$ cat src/rtl/if_prefetch_buffer_pkg.sv
// Shared CPU constants and types for the instruction-fetch prefetch buffer.
package if_prefetch_buffer_pkg;

    localparam int          XLEN          = 32;
    localparam logic [31:0] NOP_INSTR_DEF = 32'h0000_0033;
    localparam logic [31:0] RESET_PC_DEF  = 32'h1000_0000;
    // Wide enough for responses still owed by memory across many redirects
    localparam int          DISCARD_W     = 16;

    typedef enum logic {
        BOOT = 1'b0,
        RUN  = 1'b1
    } fetch_state_e;

endpackage

$ cat src/rtl/if_prefetch_buffer_if.sv
// Instruction memory request/response bus between the fetch unit and memory.
interface if_prefetch_buffer_if;
    import if_prefetch_buffer_pkg::*;

    logic            req;
    logic [XLEN-1:0] addr;
    logic            gnt;
    logic            rvalid;
    logic [XLEN-1:0] rdata;

    modport master (output req, output addr, input gnt, input rvalid, input rdata);
    modport slave  (input req, input addr, output gnt, output rvalid, output rdata);

endinterface

$ cat src/rtl/if_prefetch_buffer_ifq_fifo.sv
// Circular instruction queue: DEPTH entries of {instr, pc}, with synchronous clear.
module ifq_fifo #(
    parameter int DEPTH = 4,
    parameter int WIDTH = 64
) (
    input  logic                     clk,
    input  logic                     n_rst,
    input  logic                     push,
    input  logic [WIDTH-1:0]         push_data,
    input  logic                     pop,
    input  logic                     clear,
    output logic [WIDTH-1:0]         head_data,
    output logic                     full,
    output logic                     empty,
    output logic [$clog2(DEPTH):0]   count
);
    localparam int AW = $clog2(DEPTH);

    logic [WIDTH-1:0] mem_q [DEPTH];
    logic [AW-1:0]    wr_ptr_q, wr_ptr_d;
    logic [AW-1:0]    rd_ptr_q, rd_ptr_d;
    logic [AW:0]      count_q, count_d;

    always_comb begin
        wr_ptr_d = wr_ptr_q;
        rd_ptr_d = rd_ptr_q;
        count_d  = count_q;
        if (clear) begin
            wr_ptr_d = '0;
            rd_ptr_d = '0;
            count_d  = '0;
        end else begin
            if (push) wr_ptr_d = wr_ptr_q + AW'(1);
            if (pop)  rd_ptr_d = rd_ptr_q + AW'(1);
            if (push && !pop)      count_d = count_q + (AW+1)'(1);
            else if (pop && !push) count_d = count_q - (AW+1)'(1);
        end
    end

    always_ff @(posedge clk or negedge n_rst) begin
        if (!n_rst) begin
            wr_ptr_q <= '0;
            rd_ptr_q <= '0;
            count_q  <= '0;
        end else begin
            wr_ptr_q <= wr_ptr_d;
            rd_ptr_q <= rd_ptr_d;
            count_q  <= count_d;
        end
    end

    // Storage needs no reset: an entry is only observed after it was written
    always_ff @(posedge clk) begin
        if (push && !clear) mem_q[wr_ptr_q] <= push_data;
    end

    assign head_data = mem_q[rd_ptr_q];
    assign full      = (count_q == (AW+1)'(DEPTH));
    assign empty     = (count_q == '0);
    assign count     = count_q;

endmodule

$ cat src/rtl/if_prefetch_buffer.sv
// Instruction prefetch buffer: credit-limited fetch, in-order response queue, redirect flush.
// state | meaning
// BOOT  | single idle cycle after reset release, no requests
// RUN   | fetching; left only by reset
module if_prefetch_buffer
    import if_prefetch_buffer_pkg::*;
#(
    parameter logic [31:0] RESET_PC  = RESET_PC_DEF,
    parameter int          DEPTH     = 4,
    parameter logic [31:0] NOP_INSTR = NOP_INSTR_DEF
) (
    input  logic                  clk,
    input  logic                  n_rst,
    if_prefetch_buffer_if.master  imem,
    input  logic                  redirect,
    input  logic [XLEN-1:0]       redirect_pc,
    input  logic                  core_ready,
    output logic                  instr_valid,
    output logic [XLEN-1:0]       instr,
    output logic [XLEN-1:0]       instr_pc
);
    localparam int CW = $clog2(DEPTH) + 1;

    fetch_state_e         state_q, state_d;
    logic [XLEN-1:0]      fetch_pc_q, fetch_pc_d;
    logic [XLEN-1:0]      resp_pc_q, resp_pc_d;
    logic [CW-1:0]        outstanding_q, outstanding_d;
    logic [DISCARD_W-1:0] discard_q, discard_d;

    logic            rv_ok, fire, credit_ok;
    logic            fifo_push, fifo_pop, fifo_full, fifo_empty;
    logic [CW-1:0]   fifo_count;
    logic [63:0]     head_data;
    logic [XLEN-1:0] target_pc;
    logic            unused_pc_lsb;

    assign target_pc     = {redirect_pc[XLEN-1:2], 2'b00};
    assign unused_pc_lsb = ^redirect_pc[1:0];

    // A response is legitimate only if some request is still owed
    assign rv_ok     = imem.rvalid && ((discard_q != '0) || (outstanding_q != '0));
    assign credit_ok = ({1'b0, outstanding_q} + {1'b0, fifo_count}) < (CW+1)'(DEPTH);
    assign imem.req  = (state_q == RUN) && !redirect && credit_ok;
    assign imem.addr = fetch_pc_q;
    assign fire      = imem.req && imem.gnt;
    assign fifo_push = !redirect && rv_ok && (discard_q == '0);
    assign fifo_pop  = instr_valid && core_ready && !redirect;

    always_comb begin
        state_d       = RUN;
        fetch_pc_d    = fetch_pc_q;
        resp_pc_d     = resp_pc_q;
        outstanding_d = outstanding_q;
        discard_d     = discard_q;
        if (redirect) begin
            fetch_pc_d    = target_pc;
            resp_pc_d     = target_pc;
            outstanding_d = '0;
            discard_d     = discard_q + DISCARD_W'(outstanding_q) - DISCARD_W'(rv_ok);
        end else begin
            if (fire)      fetch_pc_d = fetch_pc_q + 32'd4;
            if (fifo_push) resp_pc_d  = resp_pc_q + 32'd4;
            outstanding_d = outstanding_q + CW'(fire) - CW'(fifo_push);
            if (rv_ok && (discard_q != '0)) discard_d = discard_q - DISCARD_W'(1);
        end
    end

    always_ff @(posedge clk or negedge n_rst) begin
        if (!n_rst) begin
            state_q       <= BOOT;
            fetch_pc_q    <= RESET_PC;
            resp_pc_q     <= RESET_PC;
            outstanding_q <= '0;
            discard_q     <= '0;
        end else begin
            state_q       <= state_d;
            fetch_pc_q    <= fetch_pc_d;
            resp_pc_q     <= resp_pc_d;
            outstanding_q <= outstanding_d;
            discard_q     <= discard_d;
        end
    end

    ifq_fifo #(.DEPTH(DEPTH), .WIDTH(64)) u_ifq_fifo (
        .clk       (clk),
        .n_rst     (n_rst),
        .push      (fifo_push),
        .push_data ({imem.rdata, resp_pc_q}),
        .pop       (fifo_pop),
        .clear     (redirect),
        .head_data (head_data),
        .full      (fifo_full),
        .empty     (fifo_empty),
        .count     (fifo_count)
    );

    assign instr_valid = !fifo_empty;
    assign instr       = instr_valid ? head_data[63:32] : NOP_INSTR;
    assign instr_pc    = instr_valid ? head_data[31:0]  : '0;

    a_no_push_full: assert property (@(posedge clk) disable iff (!n_rst) !(fifo_push && fifo_full));
    a_rvalid_owed:  assert property (@(posedge clk) disable iff (!n_rst)
                                     imem.rvalid |-> ((discard_q != '0) || (outstanding_q != '0)));
    a_addr_align:   assert property (@(posedge clk) disable iff (!n_rst) imem.addr[1:0] == 2'b00);

endmodule
$ cat src/flat_wrapper.sv
// flat-port wrapper written by rule: the top's interface ports become plain ports
module if_prefetch_buffer_flat import if_prefetch_buffer_pkg::*;
#(
    parameter logic [31:0] RESET_PC  = RESET_PC_DEF,
    parameter int          DEPTH     = 4,
    parameter logic [31:0] NOP_INSTR = NOP_INSTR_DEF
)
  (clk, n_rst, redirect, redirect_pc, core_ready, instr_valid, instr, instr_pc, imem_req, imem_addr, imem_gnt, imem_rvalid, imem_rdata);
  if_prefetch_buffer_if imem_i ();
  input  logic clk;
  input  logic n_rst;
  input  logic redirect;
  input  logic [XLEN-1:0] redirect_pc;
  input  logic core_ready;
  output logic instr_valid;
  output logic [XLEN-1:0] instr;
  output logic [XLEN-1:0] instr_pc;
  output wire logic [$bits(imem_i.req)-1:0] imem_req;
  output wire logic [$bits(imem_i.addr)-1:0] imem_addr;
  input wire logic [$bits(imem_i.gnt)-1:0] imem_gnt;
  input wire logic [$bits(imem_i.rvalid)-1:0] imem_rvalid;
  input wire logic [$bits(imem_i.rdata)-1:0] imem_rdata;
  assign imem_req = imem_i.req;
  assign imem_addr = imem_i.addr;
  assign imem_i.gnt = imem_gnt;
  assign imem_i.rvalid = imem_rvalid;
  assign imem_i.rdata = imem_rdata;
  if_prefetch_buffer #(.RESET_PC(RESET_PC), .DEPTH(DEPTH), .NOP_INSTR(NOP_INSTR)) u_core (.clk(clk), .n_rst(n_rst), .imem(imem_i), .redirect(redirect), .redirect_pc(redirect_pc), .core_ready(core_ready), .instr_valid(instr_valid), .instr(instr), .instr_pc(instr_pc));
endmodule
$ cat config.mk
export PLATFORM = sky130hd
export DESIGN_NAME = if_prefetch_buffer_flat
export DESIGN_NICKNAME = d
export VERILOG_FILES = /design/src/rtl/if_prefetch_buffer_pkg.sv /design/src/rtl/if_prefetch_buffer_if.sv /design/src/rtl/if_prefetch_buffer_ifq_fifo.sv /design/src/rtl/if_prefetch_buffer.sv /design/src/flat_wrapper.sv
export SDC_FILE = /design/constraint.sdc
export NUM_CORES = 1
export LEC_CHECK = 0
export BUFFER_PORTS_ARGS = -buffer_cell sky130_fd_sc_hd__buf_4
export CORE_MARGIN = 4
export CORE_UTILIZATION = 54
export CTS_CLUSTER_DIAMETER = 100
export DETAILED_ROUTE_END_ITERATION = 12
export GPL_ROUTABILITY_DRIVEN = 0
export GPL_TIMING_DRIVEN = 0
export PLACE_DENSITY = 0.74
export SETUP_SLACK_MARGIN = 0.3
export SLEW_MARGIN = 20
export SYNTH_ARGS = -nofsm -noshare
export SYNTH_HDL_FRONTEND = slang
export SYNTH_HIERARCHICAL = 1
export SYNTH_SLANG_ARGS = --single-unit
$ cat constraint.sdc
create_clock -name clk -period 5.81 [get_ports clk]
set_input_delay 1.743 -clock clk [delete_from_list [all_inputs] [get_ports clk]]
set_output_delay 1.743 -clock clk [all_outputs]
set_load 0.005 [all_outputs]
==> results of run 1 <==
-- critical path, stage by stage (launching register included) --
cell	delay, ns
dfrtp_1	0.42
nor3_1	0.47
clkbuf_1	0.66
clkbuf_1	0.49
nor2b_1	0.19
buf_4	0.18
-- final cells by class --
cell class / count / share of cell area [%]
plain buffers: 42 / 1.265
clock buffers: 46 / 5.242
clock inverters: 17 / 0.6829
inverters: 50 / 1.004
multi-input cells: 641 / 29.40
flip-flops and latches: 343 / 52.79
well taps: 384 / 2.571
repair buffers: 167 / 7.036
-- metrics by stage --
| step | total power (W) | instance area (um^2) | setup slack [ns] | instances |
|---|---|---|---|---|
| after global placement | 0.004234 | 17480 | -0.4032 | 1623 |
| final | 0.006369 | 18690 | 1.150 | 1690 |
| after global routing | 0.006717 | 18690 | 0.6818 | 1690 |
| after detailed placement | 0.004269 | 17580 | 0.8550 | 1627 |
| after floorplan | 0.003897 | 15780 | 1.199 | 1076 |
| after CTS | 0.006417 | 18690 | 1.048 | 1690 |
-- worst min-delay path by stage --
stage,to,slack [ns],cells past startpoint
final,u_core/u_ifq_fifo/mem_q[3][7],0.58,0
after floorplan,u_core/u_ifq_fifo/mem_q[0][31],0.49,0
after global routing,u_core/u_ifq_fifo/mem_q[3][28],0.61,0
after global placement,u_core/u_ifq_fifo/mem_q[3][17],0.55,0
after detailed placement,u_core/imem.addr[31],0.57,1
after CTS,u_core/u_ifq_fifo/mem_q[0][17],0.58,0
-- routing by layer --
layer | up-vias | GRT usage (%) | share of wire, %
li1 | 4388 | - | -
met1 | 4737 | 30.37 | 43
met2 | 345 | 34.18 | 48
met3 | 46 | 2.995 | 6.2
met4 | 0 | 5.948 | 2.0
met5 | - | 0 | 0
-- report_power, final --
group          switching, W  internal, W
Sequential         0.000114      0.00276
Combinational      0.000766     0.000606
Clock              0.000887      0.00124
-- cell usage in the layout (no fill, tap or decap), types with 46 or more instances in the layout --
| cell | instances |
|---|---|
| nand2_1 | 54 |
| edfxtp_1 | 256 |
| mux4_2 | 64 |
| xnor2_1 | 52 |
| buf_4 | 167 |
| inv_1 | 48 |
| nor2b_1 | 70 |
| ha_1 | 46 |
| nor2_1 | 60 |
| dfrtp_1 | 85 |
-- flip-flops by register name, summed over array words and instances, names as in the netlist --
name and count:
u_core/imem.addr 30, u_core/resp_pc_q 30, u_core/discard_q 16, u_core/u_ifq_fifo/mem_q 256, u_core/outstanding_q 3, u_core/u_ifq_fifo/rd_ptr_q 2, u_core/u_ifq_fifo/count 3, u_core/state_q 1
u_core/u_ifq_fifo/wr_ptr_q 2
==> flow_metrics.py, run 1 <==
metrics = {
    "timing": {
        "fin_crit_sh_pct": 80.21,
        "finalSetupViolCount": 0,
        "period_needed_ns": 4.660,
        "setup-tns-final_ns": 0,
        "grt_setup_unrepaired": "no",
        "tightest_slew_ns": 1.035,
        "fin_worst_skew_ns": 0.01191,
        "finalHoldViolCount": 0,
        "max-slew-margin-rel_pct": 30.39,
        "slew_violations": 0,
        "fmax_mhz": 214.6,
        "timing.hold.ws_ns": 0.5827,
    },
    "grt": {
        "grt_max_degree": 88,
        "grt.overflow.total": 0,
        "grt_pass1_wl_mm": 52.22,
        "grt_pass1_vias": 9533,
        "antenna_found_initial": 0,
        "grt_usage_pct": 21.10,
    },
    "finish": {
        "areaGrowthSynthToFinish_pct": 18.72,
        "multi_input_area_um2": 5495,
        "layout-drive-gt1-share_pct": 27.18,
        "diodes": 0,
        "fill_cells": 2085,
        "post-route-util_pct": 65.11,
        "register_area_um2": 9867,
        "nNetsFinal": 1400,
    },
    "die": {
        "die-width_um": 178.7,
        "rows": 62,
        "start_util_pct": 54.85,
        "die_area_um2": 31950,
        "die_h_um": 178.7,
        "coreArea_um2": 28700,
        "ios": 168,
    },
    "critical_path": {
        "crit_arrival_ns": 2.92,
        "rr_endpoint": "u_core/discard_q[10]",
        "r2r_start": "u_core/discard_q[0]",
        "cp-end-kind": "output pin",
        "reg2reg_depth": 16,
        "worstSetupPathType": "flop to output pin",
        "worstPathMaxFanout": 10,
        "reg2reg_slack_ns": 1.15,
        "required_ns": 4.07,
        "startpoint_type": "flop",
        "startpoint": "u_core/u_ifq_fifo/count[1]",
        "cp-endpoint": "instr_pc[11]",
    },
    "routing": {
        "wl_per_cell_um": 19.83,
        "drtIter0Drc": 647,
        "route.vias.total": 9516,
        "vias_per_cell": 5.631,
        "drcViolationCount": 0,
        "wirelength_mm": 33.51,
        "firstDrtPassIters": 5,
        "ant_nets": 0,
    },
    "synthesis": {
        "yosys_warnings": 6,
        "syn_area_per_cell_um2": 14.75,
        "netlist_area_um2": 15740,
        "netlist_instances": 1067,
    },
    "cts": {
        "htreeDepth": 2,
        "cts_sinks": 343,
        "cts_resized": 0,
        "insertion_delay_ns": 0.51,
        "clk_pin_slew_ns": 0.06,
        "postCtsHoldBufs": 0,
        "cts_tree": "built",
        "numCtsBuffers": 36,
        "clk_path_buf_depth": 3,
        "cts_setup_buffers": 0,
        "cts-root-buf": "clkbuf_16",
    },
    "placed_design": {
        "hpwl_mm": 22.85,
        "port_buffers": 163,
    },
    "pwr": {
        "p_per_area_nw_per_um2": 340.8,
        "peakVddDrop_v": 0.0003915,
        "p_leak_nw": 6.843,
    },
    "hold_path": {
        "holdCritStartpoint": "u_core/resp_pc_q[7]",
        "hold_path.class": "flop to flop",
    },
    "flow_run": {
        "drv_cap": 0,
    },
    "status": {
        "outcome": "finished, final reports clean",
    },
}
(Power assumes the default switching activity.)
==> run 2, diff against run 1 <==
- clock period: 5.81 -> 4.3 ns (I/O delays scaled with it)
==> run 2 against run 1 <==
Compared with the run above: clock skew grew 0.0022 ns; clock-buffer cell count grew 1; non-clock buffer count grew 3; register-to-register slack lost 0.67 ns; critical path depth is the same; die area is the same; sequential cell count is the same.
==> flow_metrics.py, run 2 (synthesized netlist as in run 1, its figures left out) <==
metrics = {
    "timing": {
        "fin_crit_sh_pct": 90.50,
        "finalSetupViolCount": 0,
        "worst_slack_ns": 0.4086,
        "max-slew-margin-rel_pct": 31.35,
        "finalHoldViolCount": 0,
        "tightest_slew_ns": 1.021,
        "setup-tns-final_ns": 0,
        "grt_setup_unrepaired": "yes",
        "fin_worst_skew_ns": 0.01415,
        "slew_violations": 0,
        "period_needed_ns": 3.891,
        "fmax_mhz": 257.0,
    },
    "finish": {
        "final_common_cell": "edfxtp_1",
        "nNetsFinal": 1404,
        "largest-register": "u_core/u_ifq_fifo/mem_q",
        "final_cells": 1695,
        "diodes": 0,
        "layout-drive-gt1-share_pct": 28.22,
        "areaGrowthSynthToFinish_pct": 19.54,
        "fill_cells": 2091,
        "largest_reg_flops": 256,
        "final_cell_mix": "edfxtp_1, buf_4, dfrtp_1",
    },
    "placed_design": {
        "place_ws_ns": -0.4140,
        "numPlacedInstances": 1627,
        "port_buffers": 163,
        "hpwl_mm": 23.20,
    },
    "grt": {
        "grt_pass1_wl_mm": 53.10,
        "grt_usage_pct": 21.57,
        "grt_max_degree": 88,
        "grt.overflow.total": 0,
        "antenna_found_initial": 0,
        "grt_pass1_vias": 9611,
    },
    "routing": {
        "firstDrtPassIters": 4,
        "highest_layer": "met4",
        "drcViolationCount": 0,
        "wl_met3_mm": 2.097,
        "drtIter0Drc": 725,
        "wl_per_cell_um": 20.29,
        "wl_met2_mm": 16.57,
        "route.vias.total": 9571,
        "vias_per_cell": 5.647,
        "wirelength_mm": 34.38,
        "ant_nets": 0,
        "met1Wirelength_mm": 14.98,
    },
    "cts": {
        "insertion_delay_ns": 0.51,
        "cts_sinks": 343,
        "cts-root-buf": "clkbuf_16",
        "htreeDepth": 2,
        "numCtsBuffers": 37,
        "cts_tree": "built",
        "clk_pin_slew_ns": 0.06,
        "clk_path_buf_depth": 3,
    },
    "die": {
        "die-width_um": 178.7,
        "start_util_pct": 54.85,
        "ios": 168,
        "coreArea_um2": 28700,
        "die_area_um2": 31950,
        "rows": 62,
        "die_h_um": 178.7,
    },
    "critical_path": {
        "startpoint_type": "flop",
        "worstSetupPathType": "flop to output pin",
        "crit_arrival_ns": 2.60,
        "crit_path_cell_trace": "nor3_1, clkbuf_2, clkbuf_1, nor2b_1, buf_4",
        "path_depth": 5,
        "critPathBufInv": 3,
        "reg2reg_depth": 16,
        "cp-end-kind": "output pin",
        "path_delay_family": "buffers and inverters",
        "required_ns": 3.01,
        "startpoint": "u_core/u_ifq_fifo/count[1]",
        "worstPathMaxFanout": 10,
        "r2r_start": "u_core/discard_q[1]",
        "slowest_delay_ns": 0.51,
        "critPathSlowestCell": "nor3_1",
    },
    "pwr": {
        "p_leak_nw": 6.909,
        "p_per_area_nw_per_um2": 468.7,
        "peakVddDrop_v": 0.0004448,
    },
    "hold_path": {
        "holdCritStartpoint": "u_core/resp_pc_q[6]",
        "hold_path.class": "flop to flop",
        "hold_path_depth": 0,
    },
    "status": {
        "outcome": "finished, final reports clean",
    },
    "flow_run": {
        "drv_cap": 0,
    },
}
==> run 2: changes by cell type in the layout (fill, tap and decap cells not counted), sizes merged <==
cell and delta:
bufinv +2, clkbuf +1, inv -1, buf +3
clkinvlp -3, clkinv +3
==> run 2: worst paths after layout <==
check | to | slack (ns)
setup / recovery | instr[25] | 0.41
hold / removal | u_core/u_ifq_fifo/mem_q[1][6] | 0.57
setup reg to reg | u_core/discard_q[12] | 0.48
hold reg to reg | u_core/u_ifq_fifo/mem_q[1][6] | 0.57
max in group asynchronous | u_core/u_ifq_fifo/count[0] | 2.87
min in group asynchronous | u_core/imem.addr[22] | 0.84
==> run 2: metal layers <==
layer | up-vias | GRT usage, %
li1 | 4401 | -
met1 | 4774 | 31.03
met2 | 345 | 35.17
met3 | 51 | 2.931
met4 | 0 | 5.756
met5 | - | 0
==> run 2: timing repair <==
item,in CTS,in global routing
setup buffers,0,3
pin swaps,1,4
hold buffers,0,0
setup endpoints to repair,55,10
resized for setup,9,12
==> run 2: area by class of cell <==
cell class | instances | area (um^2) | share of cell area [%]
clock inverter | 18 | 167.7 | 0.8910
timing repair buffer | 170 | 1338 | 7.108
inverter | 50 | 187.7 | 0.9973
sequential | 343 | 9867 | 52.43
buffer | 42 | 241.5 | 1.283
tap | 384 | 480.5 | 2.553
multi-input combinational | 641 | 5552 | 29.50
clock buffer | 47 | 984.7 | 5.233
==> run 2: power by group <==
part           total (W)  internal, W  switching [W]
registers        0.00388      0.00372       0.000157
clock network    0.00301      0.00180        0.00122
logic            0.00192     0.000855        0.00107
==> run 2: stage by stage <==
| step | utilization (%) | hold WS, ns | power (W) | area (um^2) |
|---|---|---|---|---|
| CTS | 65.39 | 0.5662 | 0.008829 | 18770 |
| floorplan | - | 0.4896 | 0.005265 | 15780 |
| finish | 65.56 | 0.5689 | 0.008819 | 18820 |
| detailed placement | 61.26 | 0.5521 | 0.005753 | 17580 |
| global placement | 60.92 | 0.5374 | 0.005718 | 17490 |
| global route | 65.56 | 0.5845 | 0.009300 | 18820 |
==> run 3, diff against run 2 <==
- CORE_UTILIZATION: 54 -> 53
- PLACE_DENSITY: 0.74 -> 0.76
- clock period: 4.3 -> 3.4 ns (I/O delays scaled with it)
==> run 3 against run 2 <==
Compared with the run above: hold slack lost 0.0012 ns; highest routed layer unchanged; non-clock buffer count is 37 higher; combinational power rose by 44%; core utilization is 4.9 points higher; die area up 1.8%; critical path depth increased by 11; largest power group unchanged.
==> flow_metrics.py, run 3 (synthesized netlist as in run 1, its figures left out) <==
metrics = {
    "timing": {
        "finalSetupViolCount": 0,
        "timing.hold.ws_ns": 0.5677,
        "slew_violations": 0,
        "period_needed_ns": 3.395,
        "tightest_slew_ns": 0.9571,
        "fin_worst_skew_ns": 0.02112,
        "finalHoldViolCount": 0,
        "fin_crit_sh_pct": 99.85,
        "fmax_mhz": 294.5,
        "max-slew-margin-rel_pct": 35.65,
        "grt_setup_unrepaired": "yes",
    },
    "status": {
        "outcome": "finished, final reports clean",
    },
    "finish": {
        "post-route-util_pct": 70.42,
        "final_common_cell": "edfxtp_1",
        "final_cells": 1754,
        "areaGrowthSynthToFinish_pct": 29.77,
        "final_cell_mix": "edfxtp_1, buf_4, dfrtp_1",
        "largest_reg_flops": 256,
        "layout-drive-gt1-share_pct": 38.25,
        "nNetsFinal": 1460,
        "diodes": 0,
        "largest-register": "u_core/u_ifq_fifo/mem_q",
        "fill_cells": 1875,
    },
    "routing": {
        "vias_per_cell": 5.815,
        "wirelength_mm": 39.96,
        "drtIter0Drc": 861,
        "route.vias.total": 10199,
        "wl_per_cell_um": 22.78,
        "drcViolationCount": 0,
        "firstDrtPassIters": 5,
        "ant_nets": 0,
    },
    "critical_path": {
        "worstSetupPathType": "flop to flop",
        "crit_arrival_ns": 3.78,
        "worstPathMaxFanout": 3,
        "cp-end-kind": "flop",
        "reg2reg_depth": 16,
        "startpoint_type": "flop",
        "required_ns": 3.79,
    },
    "die": {
        "die_area_um2": 32520,
        "coreArea_um2": 29010,
        "start_util_pct": 54.26,
        "rows": 62,
        "die_h_um": 180.3,
        "die-width_um": 180.3,
        "ios": 168,
    },
    "pwr": {
        "p_comb_share_pct": 23.3,
        "p_leak_nw": 7.618,
        "p_per_area_nw_per_um2": 581.0,
        "power.total_w": 0.01187,
        "seq_power_share_pct": 41.4,
        "peakVddDrop_v": 0.0005643,
        "p_clk_share_pct": 35.3,
        "p_int_w": 0.008468,
        "swShare_pct": 28.65,
        "p_sw_w": 0.003401,
    },
    "placed_design": {
        "port_buffers": 163,
        "numPlacedInstances": 1623,
        "hpwl_mm": 23.05,
    },
    "cts": {
        "htreeDepth": 2,
        "cts-root-buf": "clkbuf_16",
        "insertion_delay_ns": 0.51,
        "cts_sinks": 343,
        "clk_pin_slew_ns": 0.06,
        "numCtsBuffers": 38,
        "postCtsHoldBufs": 0,
        "clk_path_buf_depth": 3,
        "cts_tree": "built",
    },
    "grt": {
        "grt_pass1_vias": 9967,
        "grt_usage_pct": 21.69,
        "antenna_found_initial": 0,
        "grt_pass1_wl_mm": 55.98,
        "grt_max_degree": 88,
        "grt.overflow.total": 0,
    },
    "flow_run": {
        "drv_cap": 0,
    },
    "hold_path": {
        "hold_path.class": "primary input to async pin",
    },
}
==> run 3: final timing paths <==
path | start | to | slack [ns]
worst max-delay path | u_core/discard_q[0] | u_core/discard_q[10] | 0.005
worst min-delay path | n_rst | u_core/imem.addr[20] | 0.57
worst max register to register | u_core/discard_q[0] | u_core/discard_q[10] | 0.005
worst min register to register | u_core/imem.addr[31] | u_core/imem.addr[31] | 0.58
max in group asynchronous | n_rst | u_core/u_ifq_fifo/rd_ptr_q[0] | 2.19
min in group clk | u_core/imem.addr[31] | u_core/imem.addr[31] | 0.58
==> run 3: worst max-delay path: stages, from the launching register on <==
cell and delay (ns):
dfrtp_1 0.38, inv_2 0.09, ha_4 0.15, or3b_4 0.40, nor3_4 0.13, a21boi_1 0.08
ha_2 0.26, inv_2 0.07, ha_4 0.13, inv_2 0.04, fa_2 0.33, nand2b_4 0.16
a2111oi_4 0.39, o21ai_2 0.16, a21oi_2 0.16, xnor2_1 0.08, mux2_2 0.26
==> run 3: final cells by class <==
type,instances,area (um^2),share of cell area [%]
buffer,42,356.6,1.745
clock buffer,42,997.2,4.881
clock inverter,27,295.3,1.445
inverter,50,191.4,0.9370
multi-input combinational,659,6225,30.47
sequential,343,9868,48.30
tap,384,480.5,2.352
timing repair buffer,207,2016,9.866
==> run 3: what timing repair did <==
item | 4_1_cts | 5_1_grt
setup buffers | 18 | 20
endpoints found under the setup margin | 340 | 340
hold endpoints to repair | 0 | 0
gates resized for setup | 75 | 193
pin swaps | 8 | 26
gates cloned | 4 | 20
==> run 3: power by group through the flow <==
stage | Sequential (W) | Combinational, W | Clock, W
2_1_floorplan | 0.00493 | 0.00181 | 0
3_3_place_gp | 0.00498 | 0.00234 | 0
3_5_place_dp | 0.00499 | 0.00238 | 0
4_1_cts | 0.00491 | 0.00256 | 0.00423
5_1_grt | 0.00494 | 0.00305 | 0.00445
6_report | 0.00492 | 0.00276 | 0.00419
==> run 3: through the flow <==
stage	worst slack [ns]	cell area, um^2	setup TNS, ns
2_1_floorplan	0.07674	15840	0
3_3_place_gp	-0.5530	17550	-103.80
3_5_place_dp	-0.6259	17550	-98.37
4_1_cts	-0.07998	19320	-0.2365
5_1_grt	-0.1004	20430	-0.4053
6_report	0.004936	20430	0
==> run 3: per-layer routing <==
layer / GRT usage [%] / routed length [um]
met1: 30.99 / 16690
met2: 35.54 / 19740
met3: 3.876 / 2760
met4: 4.658 / 773
met5: 0.1481 / 0
